[config.mk]
export PLATFORM = sky130hd
export DESIGN_NAME = imem_cache_flat
export DESIGN_NICKNAME = d
export VERILOG_FILES = /design/src/rtl/imem_cache_if.sv /design/src/rtl/imem_cache.sv /design/src/flat_wrapper.sv
export SDC_FILE = /design/constraint.sdc
export NUM_CORES = 2
export LEC_CHECK = 0
export BUFFER_PORTS_ARGS = -buffer_cell sky130_fd_sc_hd__buf_2
export CAP_MARGIN = 20
export CORE_ASPECT_RATIO = 1.5
export CORE_MARGIN = 3
export CORE_UTILIZATION = 40
export DETAILED_ROUTE_END_ITERATION = 6
export GPL_TIMING_DRIVEN = 0
export PLACE_DENSITY = 0.56
export SYNTH_ARGS = -nofsm -noshare
export SYNTH_HDL_FRONTEND = slang
export SYNTH_SLANG_ARGS = --single-unit
[constraint.sdc]
create_clock -name clock -period 6.1 [get_ports clock]
set_input_delay 0.305 -clock clock [delete_from_list [all_inputs] [get_ports clock]]
set_output_delay 0.305 -clock clock [all_outputs]
set_load 0.005 [all_outputs]
[src/rtl/imem_cache_if.sv]
// imem_cache_if: bundles the fetch-side request/response handshake and the
// word-wide backing-bus handshake of the instruction cache.
//   req_*   : one-cycle request strobe plus attributes (fetch -> cache)
//   resp_*  : one-cycle response strobe plus instruction word (cache -> fetch)
//   bus_*   : miss request (cache -> memory) and fill response (memory -> cache)
// modport slave is the cache; modport master is the fetch stage plus memory.
interface imem_cache_if #(
    parameter int ADDR_W = 32
);
    logic              req_valid;
    logic              req_fence;
    logic              req_spec;
    logic              req_instr;
    logic [ADDR_W-1:0] req_addr;
    logic [31:0]       req_wdata;
    logic [3:0]        req_wstrb;
    logic [31:0]       resp_rdata;
    logic              resp_ready;
    logic              bus_valid;
    logic [ADDR_W-1:0] bus_addr;
    logic [31:0]       bus_rdata;
    logic              bus_ready;

    modport slave (
        input  req_valid, req_fence, req_spec, req_instr, req_addr, req_wdata, req_wstrb,
        output resp_rdata, resp_ready,
        output bus_valid, bus_addr,
        input  bus_rdata, bus_ready
    );

    modport master (
        output req_valid, req_fence, req_spec, req_instr, req_addr, req_wdata, req_wstrb,
        input  resp_rdata, resp_ready,
        input  bus_valid, bus_addr,
        output bus_rdata, bus_ready
    );
endinterface

[src/rtl/imem_cache.sv]
// imem_cache: direct-mapped, one-word-per-line, read-only instruction cache.
// Hits answer one cycle after the request; misses issue a single bus_valid
// pulse and answer in the bus_ready cycle with the bus data bypassed through.
// A fenced request sweeps every line invalid before it is serviced as a miss.
// Ports:
//   clock  : rising-edge clock
//   reset  : synchronous, active-low; restarts the invalidation sweep
//   imem   : imem_cache_if.slave (request/response and backing bus)
module imem_cache #(
    parameter int SETS   = 64,
    parameter int ADDR_W = 32
) (
    input  logic        clock,
    input  logic        reset,
    imem_cache_if.slave imem
);
    localparam int IDX_W = $clog2(SETS);
    localparam int TAG_W = ADDR_W - 2 - IDX_W;
    localparam logic [IDX_W-1:0] IDX_LAST = IDX_W'(SETS - 1);

    localparam logic [1:0] S_INV    = 2'd0;
    localparam logic [1:0] S_LOOKUP = 2'd1;
    localparam logic [1:0] S_FLUSH  = 2'd2;
    localparam logic [1:0] S_MISS   = 2'd3;

    logic [1:0]        state_q, state_d;
    logic [IDX_W-1:0]  idx_q, idx_d;
    logic              pend_q, pend_d;
    logic [ADDR_W-1:0] addr_q, addr_d;
    logic              hit_q, hit_d;
    logic [31:0]       rdata_q, rdata_d;
    logic              bus_valid_q, bus_valid_d;
    logic [ADDR_W-1:0] bus_addr_q, bus_addr_d;
    logic [SETS-1:0]   valid_q, valid_d;
    logic [TAG_W-1:0]  tag_q  [SETS];
    logic [31:0]       data_q [SETS];

    logic              fill;
    logic [IDX_W-1:0]  fill_idx, req_idx;
    logic [TAG_W-1:0]  fill_tag, req_tag, look_tag;
    logic              look_valid, hit, accept;
    logic [31:0]       look_data;

    // Lookup of the incoming address. A fill landing this very cycle is
    // forwarded so a request accepted alongside it sees the new line.
    always_comb begin
        fill     = reset && (state_q == S_MISS) && imem.bus_ready;
        fill_idx = addr_q[2 +: IDX_W];
        fill_tag = addr_q[ADDR_W-1 -: TAG_W];
        req_idx  = imem.req_addr[2 +: IDX_W];
        req_tag  = imem.req_addr[ADDR_W-1 -: TAG_W];
        if (fill && (fill_idx == req_idx)) begin
            look_valid = 1'b1;
            look_tag   = fill_tag;
            look_data  = imem.bus_rdata;
        end else begin
            look_valid = valid_q[req_idx];
            look_tag   = tag_q[req_idx];
            look_data  = data_q[req_idx];
        end
        hit = look_valid && (look_tag == req_tag);
    end

    always_comb begin
        state_d     = state_q;
        idx_d       = idx_q;
        pend_d      = pend_q;
        addr_d      = addr_q;
        hit_d       = 1'b0;
        rdata_d     = rdata_q;
        bus_valid_d = 1'b0;
        bus_addr_d  = bus_addr_q;
        valid_d     = valid_q;
        accept      = 1'b0;
        case (state_q)
            S_INV, S_FLUSH: begin
                valid_d[idx_q] = 1'b0;
                idx_d          = idx_q + IDX_W'(1);
                // Requests arriving mid-sweep wait in the pending slot.
                if (imem.req_valid) begin
                    pend_d = 1'b1;
                    addr_d = imem.req_addr;
                end
                if (idx_q == IDX_LAST) begin
                    pend_d = 1'b0;
                    if (pend_q || imem.req_valid) begin
                        // Everything was just invalidated: straight to the bus.
                        state_d     = S_MISS;
                        bus_valid_d = 1'b1;
                        bus_addr_d  = {addr_d[ADDR_W-1:2], 2'b00};
                    end else begin
                        state_d = S_LOOKUP;
                    end
                end
            end
            S_LOOKUP: accept = imem.req_valid;
            S_MISS: begin
                if (fill) begin
                    valid_d[fill_idx] = 1'b1;
                    rdata_d           = imem.bus_rdata;
                    state_d           = S_LOOKUP;
                    accept            = imem.req_valid;
                end
            end
            default: state_d = S_INV;
        endcase
        if (accept) begin
            addr_d = imem.req_addr;
            if (imem.req_fence) begin
                state_d = S_FLUSH;
                idx_d   = '0;
                pend_d  = 1'b1;
            end else if (hit) begin
                hit_d   = 1'b1;
                rdata_d = look_data;
            end else begin
                state_d     = S_MISS;
                bus_valid_d = 1'b1;
                bus_addr_d  = {imem.req_addr[ADDR_W-1:2], 2'b00};
            end
        end
    end

    // The valid array is not reset: the INV sweep after reset clears it.
    always_ff @(posedge clock) begin
        if (!reset) begin
            state_q     <= S_INV;
            idx_q       <= '0;
            pend_q      <= 1'b0;
            addr_q      <= '0;
            hit_q       <= 1'b0;
            rdata_q     <= '0;
            bus_valid_q <= 1'b0;
            bus_addr_q  <= '0;
        end else begin
            state_q     <= state_d;
            idx_q       <= idx_d;
            pend_q      <= pend_d;
            addr_q      <= addr_d;
            hit_q       <= hit_d;
            rdata_q     <= rdata_d;
            bus_valid_q <= bus_valid_d;
            bus_addr_q  <= bus_addr_d;
            valid_q     <= valid_d;
        end
    end

    always_ff @(posedge clock) begin
        if (fill) begin
            tag_q[fill_idx]  <= fill_tag;
            data_q[fill_idx] <= imem.bus_rdata;
        end
    end

    // Hit responses come from the registered read; fill responses bypass bus data.
    assign imem.resp_ready = hit_q | fill;
    assign imem.resp_rdata = fill ? imem.bus_rdata : rdata_q;
    assign imem.bus_valid  = bus_valid_q;
    assign imem.bus_addr   = bus_addr_q;

    // Write-side and attribute inputs have no function in a read-only cache.
    logic unused_ok;
    assign unused_ok = ^{imem.req_spec, imem.req_instr, imem.req_wdata, imem.req_wstrb,
                         imem.req_addr[1:0], addr_q[1:0]};
endmodule

[src/flat_wrapper.sv]
// flat-port wrapper written by rule: the top's interface ports become plain ports
module imem_cache_flat 
#(
    parameter int SETS   = 64,
    parameter int ADDR_W = 32
)
  (clock, reset, imem_req_valid, imem_req_fence, imem_req_spec, imem_req_instr, imem_req_addr, imem_req_wdata, imem_req_wstrb, imem_resp_rdata, imem_resp_ready, imem_bus_valid, imem_bus_addr, imem_bus_rdata, imem_bus_ready);
  imem_cache_if #(.ADDR_W(ADDR_W)) imem_i ();
  input  logic clock;
  input  logic reset;
  input wire logic [$bits(imem_i.req_valid)-1:0] imem_req_valid;
  input wire logic [$bits(imem_i.req_fence)-1:0] imem_req_fence;
  input wire logic [$bits(imem_i.req_spec)-1:0] imem_req_spec;
  input wire logic [$bits(imem_i.req_instr)-1:0] imem_req_instr;
  input wire logic [$bits(imem_i.req_addr)-1:0] imem_req_addr;
  input wire logic [$bits(imem_i.req_wdata)-1:0] imem_req_wdata;
  input wire logic [$bits(imem_i.req_wstrb)-1:0] imem_req_wstrb;
  output wire logic [$bits(imem_i.resp_rdata)-1:0] imem_resp_rdata;
  output wire logic [$bits(imem_i.resp_ready)-1:0] imem_resp_ready;
  output wire logic [$bits(imem_i.bus_valid)-1:0] imem_bus_valid;
  output wire logic [$bits(imem_i.bus_addr)-1:0] imem_bus_addr;
  input wire logic [$bits(imem_i.bus_rdata)-1:0] imem_bus_rdata;
  input wire logic [$bits(imem_i.bus_ready)-1:0] imem_bus_ready;
  assign imem_i.req_valid = imem_req_valid;
  assign imem_i.req_fence = imem_req_fence;
  assign imem_i.req_spec = imem_req_spec;
  assign imem_i.req_instr = imem_req_instr;
  assign imem_i.req_addr = imem_req_addr;
  assign imem_i.req_wdata = imem_req_wdata;
  assign imem_i.req_wstrb = imem_req_wstrb;
  assign imem_resp_rdata = imem_i.resp_rdata;
  assign imem_resp_ready = imem_i.resp_ready;
  assign imem_bus_valid = imem_i.bus_valid;
  assign imem_bus_addr = imem_i.bus_addr;
  assign imem_i.bus_rdata = imem_bus_rdata;
  assign imem_i.bus_ready = imem_bus_ready;
  imem_cache #(.SETS(SETS), .ADDR_W(ADDR_W)) u_core (.clock(clock), .reset(reset), .imem(imem_i));
endmodule
# Word-level counts from Yosys, hierarchy flattened
# Memory sizes are Yosys's and may differ from the RTL's.
# Index checks and enable logic that the tools add are counted.
# totals
n_memories	2
ff_bits	169
mem_bits_rw	3584
output_inout_bits	66
wordCells	94
inputBits	107
# op_classes
n_reduce_logical	13
bitwise	6
add_sub_neg	1
magnitude_cmp	5
muxes	51
eq_ne	7
# memory_table
name	words	word_bits	rd	rd_ports_with_merged_regs	write_ports	line_no	source
u_core.data_q	64	32	1	0	1	imem_cache.sv:36	logic [31:0] data_q [SETS];
u_core.tag_q	64	24	1	0	1	imem_cache.sv:35	logic [TAG_W-1:0] tag_q [SETS];
# op_table
cell	n
two-way mux 32 bit	15
case mux 64 bit (2 select lines)	1
AND 64 bit	1
two-way mux 64 bit	1
NOT 64 bit	1
bitwise OR 64 bit	1
equality test 24 bit	1
two-way mux 24 bit	1
less-than comparator 6 x 7 -> 1 bit (second input constant)	3
two-way mux 1 bit	19
two-way mux 6 bit	3
demux 1 bit (select 6 bit)	2
greater-or-equal comparator 6 x 1 -> 1 bit (second input constant)	2
two-way mux 2 bit	6
adder 6 x 1 -> 6 bit (second input constant)	1
binary-select mux 1 bit (select 6 bit)	1
equality test 6 bit	1
equality test 6 bit (second input constant)	1
logical AND 1 bit	6
equality test 2 bit (second input constant)	2
case mux 2 bit (2 select lines)	1
nonzero test 2 bit	2
AND reduction 3 bit	1
OR reduction 3 bit	1
other kinds (8)	9

# Longest topological paths before layout
# logic_depth
word_depth	10
ltp_mapped	20
depth_no_buf	10

# Worst setup path before layout
# No wires, ideal clock.
# synth_timing
path_type	input port to flip-flop
from	in reset
to	reg u_core.valid_q[0], enable pin
stages	5
setup_time_ns	0.583
path_slack_ns	-0.306
path_buffers	3
required_ns	5.517
arrival_ns	5.823
path_cell_list	clkbuf_1 > nand4_1 > clkbuf_1 > buf_1 > a21boi_0
# synth_between
elab_chain_cells	4
# synth_rtl
item	line_no	source
start, declared	flat_wrapper.sv:10	input logic reset;
logical AND 1 bit (2 in a row)	imem_cache.sv:47	fill = reset && (state_q == S_MISS) && imem.bus_ready;
inequality test 2 x 1 -> 1 bit (no line)	--	
AND reduction 3 bit (no line) *	--	
end signal, assigned	imem_cache.sv:144	valid_q <= valid_d;
end, declared	imem_cache.sv:34	logic [SETS-1:0] valid_q, valid_d;
# Mark *: on every way between the ends. The rest lies on a longest branch, timed or not.
# A chain may end at the register's enable or synchronous reset.

# Worst setup path in the final report
# layout_timing
from	in imem_req_addr[3]
to	reg u_core.rdata_q[7]
# layout_between
elab_chain_cells	8
word_cells_on_any_way	14
classes_between	eq/ne (2); mux (8); reduce/logical (2); memory (2)
# layout_rtl
item	line_no	source
start, declared	flat_wrapper.sv:15	input wire logic [$bits(imem_i.req_addr)-1:0] imem_req_addr;
branches (longest 5 deep; another with memory read (64 x 24 bit))	--	
two-way mux 32 bit *	imem_cache.sv:113	end else if (hit) begin
two-way mux 32 bit *	imem_cache.sv:109	if (imem.req_fence) begin
two-way mux 32 bit *	imem_cache.sv:107	if (accept) begin
end signal, assigned	imem_cache.sv:141	rdata_q <= rdata_d;
end, declared	imem_cache.sv:31	logic [31:0] rdata_q, rdata_d;
# Mark *: on every way between the ends. The select of a mux whose other input is x is not followed.

==> results.json <==
{
  "start_util_pct": 40.19,
  "synth-seq-area-share_pct": 76.42,
  "grt_overflow": 0,
  "gp_congestion": 0.8755,
  "syn_nets": 6783,
  "cts_buffers": 366,
  "fin_crit_ns": 6.199,
  "synth_cells": 6675,
  "r2r-end": "u_core.rdata_q[7]",
  "grt_pass1_wl_um": 686700,
  "ys_types": 75,
  "crit_chain": "buf_2 -> clkbuf_1 -> buf_8 -> buf_1 -> clkbuf_1 -> nand2b_1 -> a21oi_1 -> nor4_2 -> xor2_1 -> nor2_1 -> a41oi_1 -> o31ai_4 -> buf_12 -> clkbuf_1 -> nand3_1 -> o211a_1",
  "r2r_slack_ns": 0.03,
  "relSlewSlack_pct": 12.15,
  "grt_max_degree": 68,
  "r2r_start": "u_core.state_q[1]",
  "hold_start": "reset",
  "power_density_nw_per_um2": 310.7,
  "fp.dieH_um": 746.2,
  "grt_pass1_vias": 78302,
  "worst-r2r-cell-count": 13,
  "synth_edf_count": 3648,
  "max_stage_delay_ns": 1.03,
  "slew_violations": 0,
  "cts_tree": "done",
  "cts_sinks": 3753,
  "instances_no_fill": 12642,
  "syn_to_final_growth_pct": 18.15,
  "drc": 2,
  "finalSetupViolCount": 17,
  "synth_top_cells_by_count": "edfxtp_1, mux4_2, mux2i_1",
  "path_common_cell": "clkbuf_1",
  "dieArea_um2": 372700,
  "max_freq_mhz": 161.3,
  "vias": 78164,
  "drive_gt1_share_pct": 29.28,
  "post_drt_wl_per_cell_um": 40.68,
  "power.leakage_nw": 55.23,
  "wl_um": 514300,
  "synth.most_common_cell": "edfxtp_1",
  "stdcell_area_um2": 172600,
  "slowest_stage": "nor4_2",
  "grt_setup_unrepaired": "no",
  "ant_nets": 0,
  "nets": 7678,
  "combPwrFrac_pct": 5.6,
  "synth_area_um2": 146100,
  "hold_ws_ns": 0.06986,
  "arrival_ns": 7.03,
  "clockBufferDepth": 4,
  "whs_path_depth": 3,
  "die_w_um": 499.4,
  "post-dp-hpwl_um": 358500,
  "synth_top_cell_area_share_pct": 74.99,
  "hp-class": "primary input to flop",
  "netSwitchingFraction_pct": 22.03,
  "dr.pass1.iters": 7,
  "worstPathRequired_ns": 6.93,
  "p_sw_mw": 11.81,
  "clkTransAtPathRegs_ns": 0.07,
  "synth_area_leaders": "edfxtp_1, mux4_2, mux2i_1",
  "synth_area_per_cell_um2": 21.89,
  "num_io_pins": 173,
  "post-route-worst-setup-slack_ns": -0.09929,
  "cts_htree_levels": 5,
  "critical_path_class": "primary input to flop",
  "grt_use_total_pct": 27.19,
  "timing.final.crit_share_pct": 101.6,
  "internal_power_mw": 41.81,
  "outcome": "finished with violations",
  "p_clk_share_pct": 41.5,
  "p_seq_share_pct": 52.9,
  "hold_viol": 0,
  "synth_top_flop_cell": "edfxtp_1",
  "dp_cells": 11894,
  "endpoint_kind": "flop",
  "placed_area_um2": 159900,
  "port_buffers": 118,
  "clk_latency_ns": 0.96,
  "drt_iter0_markers": 11094,
  "critPathMaxFanout": 10,
  "drv_cap": 0,
  "root_buffer": "clkbuf_16",
  "core_area_um2": 363500,
  "yosys_warnings": 0,
  "worst_clock_skew_ns": 0.08355,
  "ys_ff_latch": 3753,
  "antenna_found_initial": 23,
  "yosys.area.top_type": "edfxtp_1",
  "async_flop_share_pct": 0,
  "peakVddDrop_mv": 0.2176,
  "rows": 271,
  "vias_per_cell": 6.183,
  "violations": "DRC, setup timing",
  "start_kind": "primary input",
  "hold_end": "u_core.addr_q[9]",
  "tightest_slew_ns": 1.318
}
==> cells in the final DEF (no fill, tap or decap), drive strengths merged, types with 8 or more instances in the layout <==
cell	n
nor2b	15
and2	14
a211oi	21
nand2b	13
clkinv	141
a221oi	8
xnor2	14
o22ai	34
clkbuf	679
nand3	66
o211ai	41
inv	24
bufinv	28
mux2i	295
nand4	21
nor2	116
clkinvlp	19
nor3	15
a21oi	41
edfxtp	3648
mux2	19
a21boi	32
dfxtp	105
o211a	31
o21ai	147
nor4	17
nand3b	9
nand2	292
dlygate4sd3	54
mux4	996
or2	17
diode	9
buf	657
a22oi	104
xor2	34
==> power by group through the flow <==
stage,clock [mW],sequential [mW],combinational (mW)
after floorplan,0,29.0,1.46
after global routing,23.4,28.4,3.07
after CTS,22.5,28.4,2.90
final,22.3,28.4,2.99
after detailed placement,0,28.9,2.87
after global placement,0,29.0,2.59
==> metrics by stage <==
stage | util [%] | setup TNS, ns | total power [mW] | worst slack (ns)
global placement | 42.00 | - | 31.64 | -6.023
floorplan | - | 0 | 30.41 | 1.379
global route | 47.48 | 0 | 54.86 | 0.03916
CTS | 47.23 | 0 | 53.76 | 0.0009637
detailed placement | 44.00 | -69.06 | 31.80 | -1.825
finish | 47.49 | -0.8787 | 53.63 | -0.09929
==> metal layers <==
metal	wire, um	global-route usage [%]	vias to the layer above	part of all wire, %
met5	43	0	-	0.0084
met4	34820	14.78	6	6.8
met3	45920	5.659	1331	8.9
met2	262100	47.26	4806	51
met1	171400	31.43	42105	33
li1	-	-	29916	-
==> registers in the layout, indices dropped and copies added (netlist names) <==
name / cells
u_core.imem.bus_valid: 1
u_core.addr_q: 30
u_core.state_q: 2
u_core.hit_q: 1
u_core.rdata_q: 32
u_core.pend_q: 1
u_core.tag_q: 1536
u_core.idx_q: 6
u_core.valid_q: 64
u_core.data_q: 2048
u_core.imem.bus_addr: 32
==> kinds of logic (layout without fill, tap and decap cells) <==
logic type                 Yosys count  after routing  share of synthesized area [%]
DFF                               3753           3753                          76.42
muxes                             1310           1310                          17.52
and+or+nand+nor                    631            631                          1.990
AOI/OAI and AO/OA                  509            509                          2.368
buffers and inverters              423           1604                          1.399
xor gates and xnor gates            48             48                         0.2878
adders and majority gates            1              1                       0.008563
other                                0              9                              0
==> layout make-up <==
type                    instances  area (um2)
inverters                      16       60.06
well taps                    4777        5977
fillers                     29650      190900
diodes                          9       22.52
repair buffers                531        8477
flip-flops and latches       3753      111700
clock inverters               196        1757
multi-input cells            2499       32930
plain buffers                 403        2036
clock buffers                 458        9662
==> critical path: cells and delay by family <==
kind / cells / cell delay (ns)
buf+inv: 7 / 3.25
simple gates: 4 / 2.22
compound gates: 4 / 1.07
xor+xnor: 1 / 0.14
==> how the worst max path moves through the flow <==
stage	start	to	cells past startpoint
5_1_grt	imem_req_addr[3]	u_core.rdata_q[22]	16
2_1_floorplan	reset	u_core.valid_q[0]	5
3_5_place_dp	imem_req_addr[3]	u_core.rdata_q[11]	16
4_1_cts	imem_req_addr[3]	u_core.rdata_q[12]	15
3_3_place_gp	reset	u_core.data_q[36][26]	6
6_report	imem_req_addr[3]	u_core.rdata_q[7]	16
==> timing repair <==
| item | in CTS | in global routing |
|---|---|---|
| pin swaps | 1 | 0 |
| hold buffers | 27 | 27 |
| hold endpoints to repair | 57 | 1181 |
| endpoints found under the setup margin | 34 | 12 |
| gates cloned | 0 | 0 |
| resized for setup | 16 | 12 |
| buffers inserted | 3 | 0 |
Power figures use the tool's default switching activity.
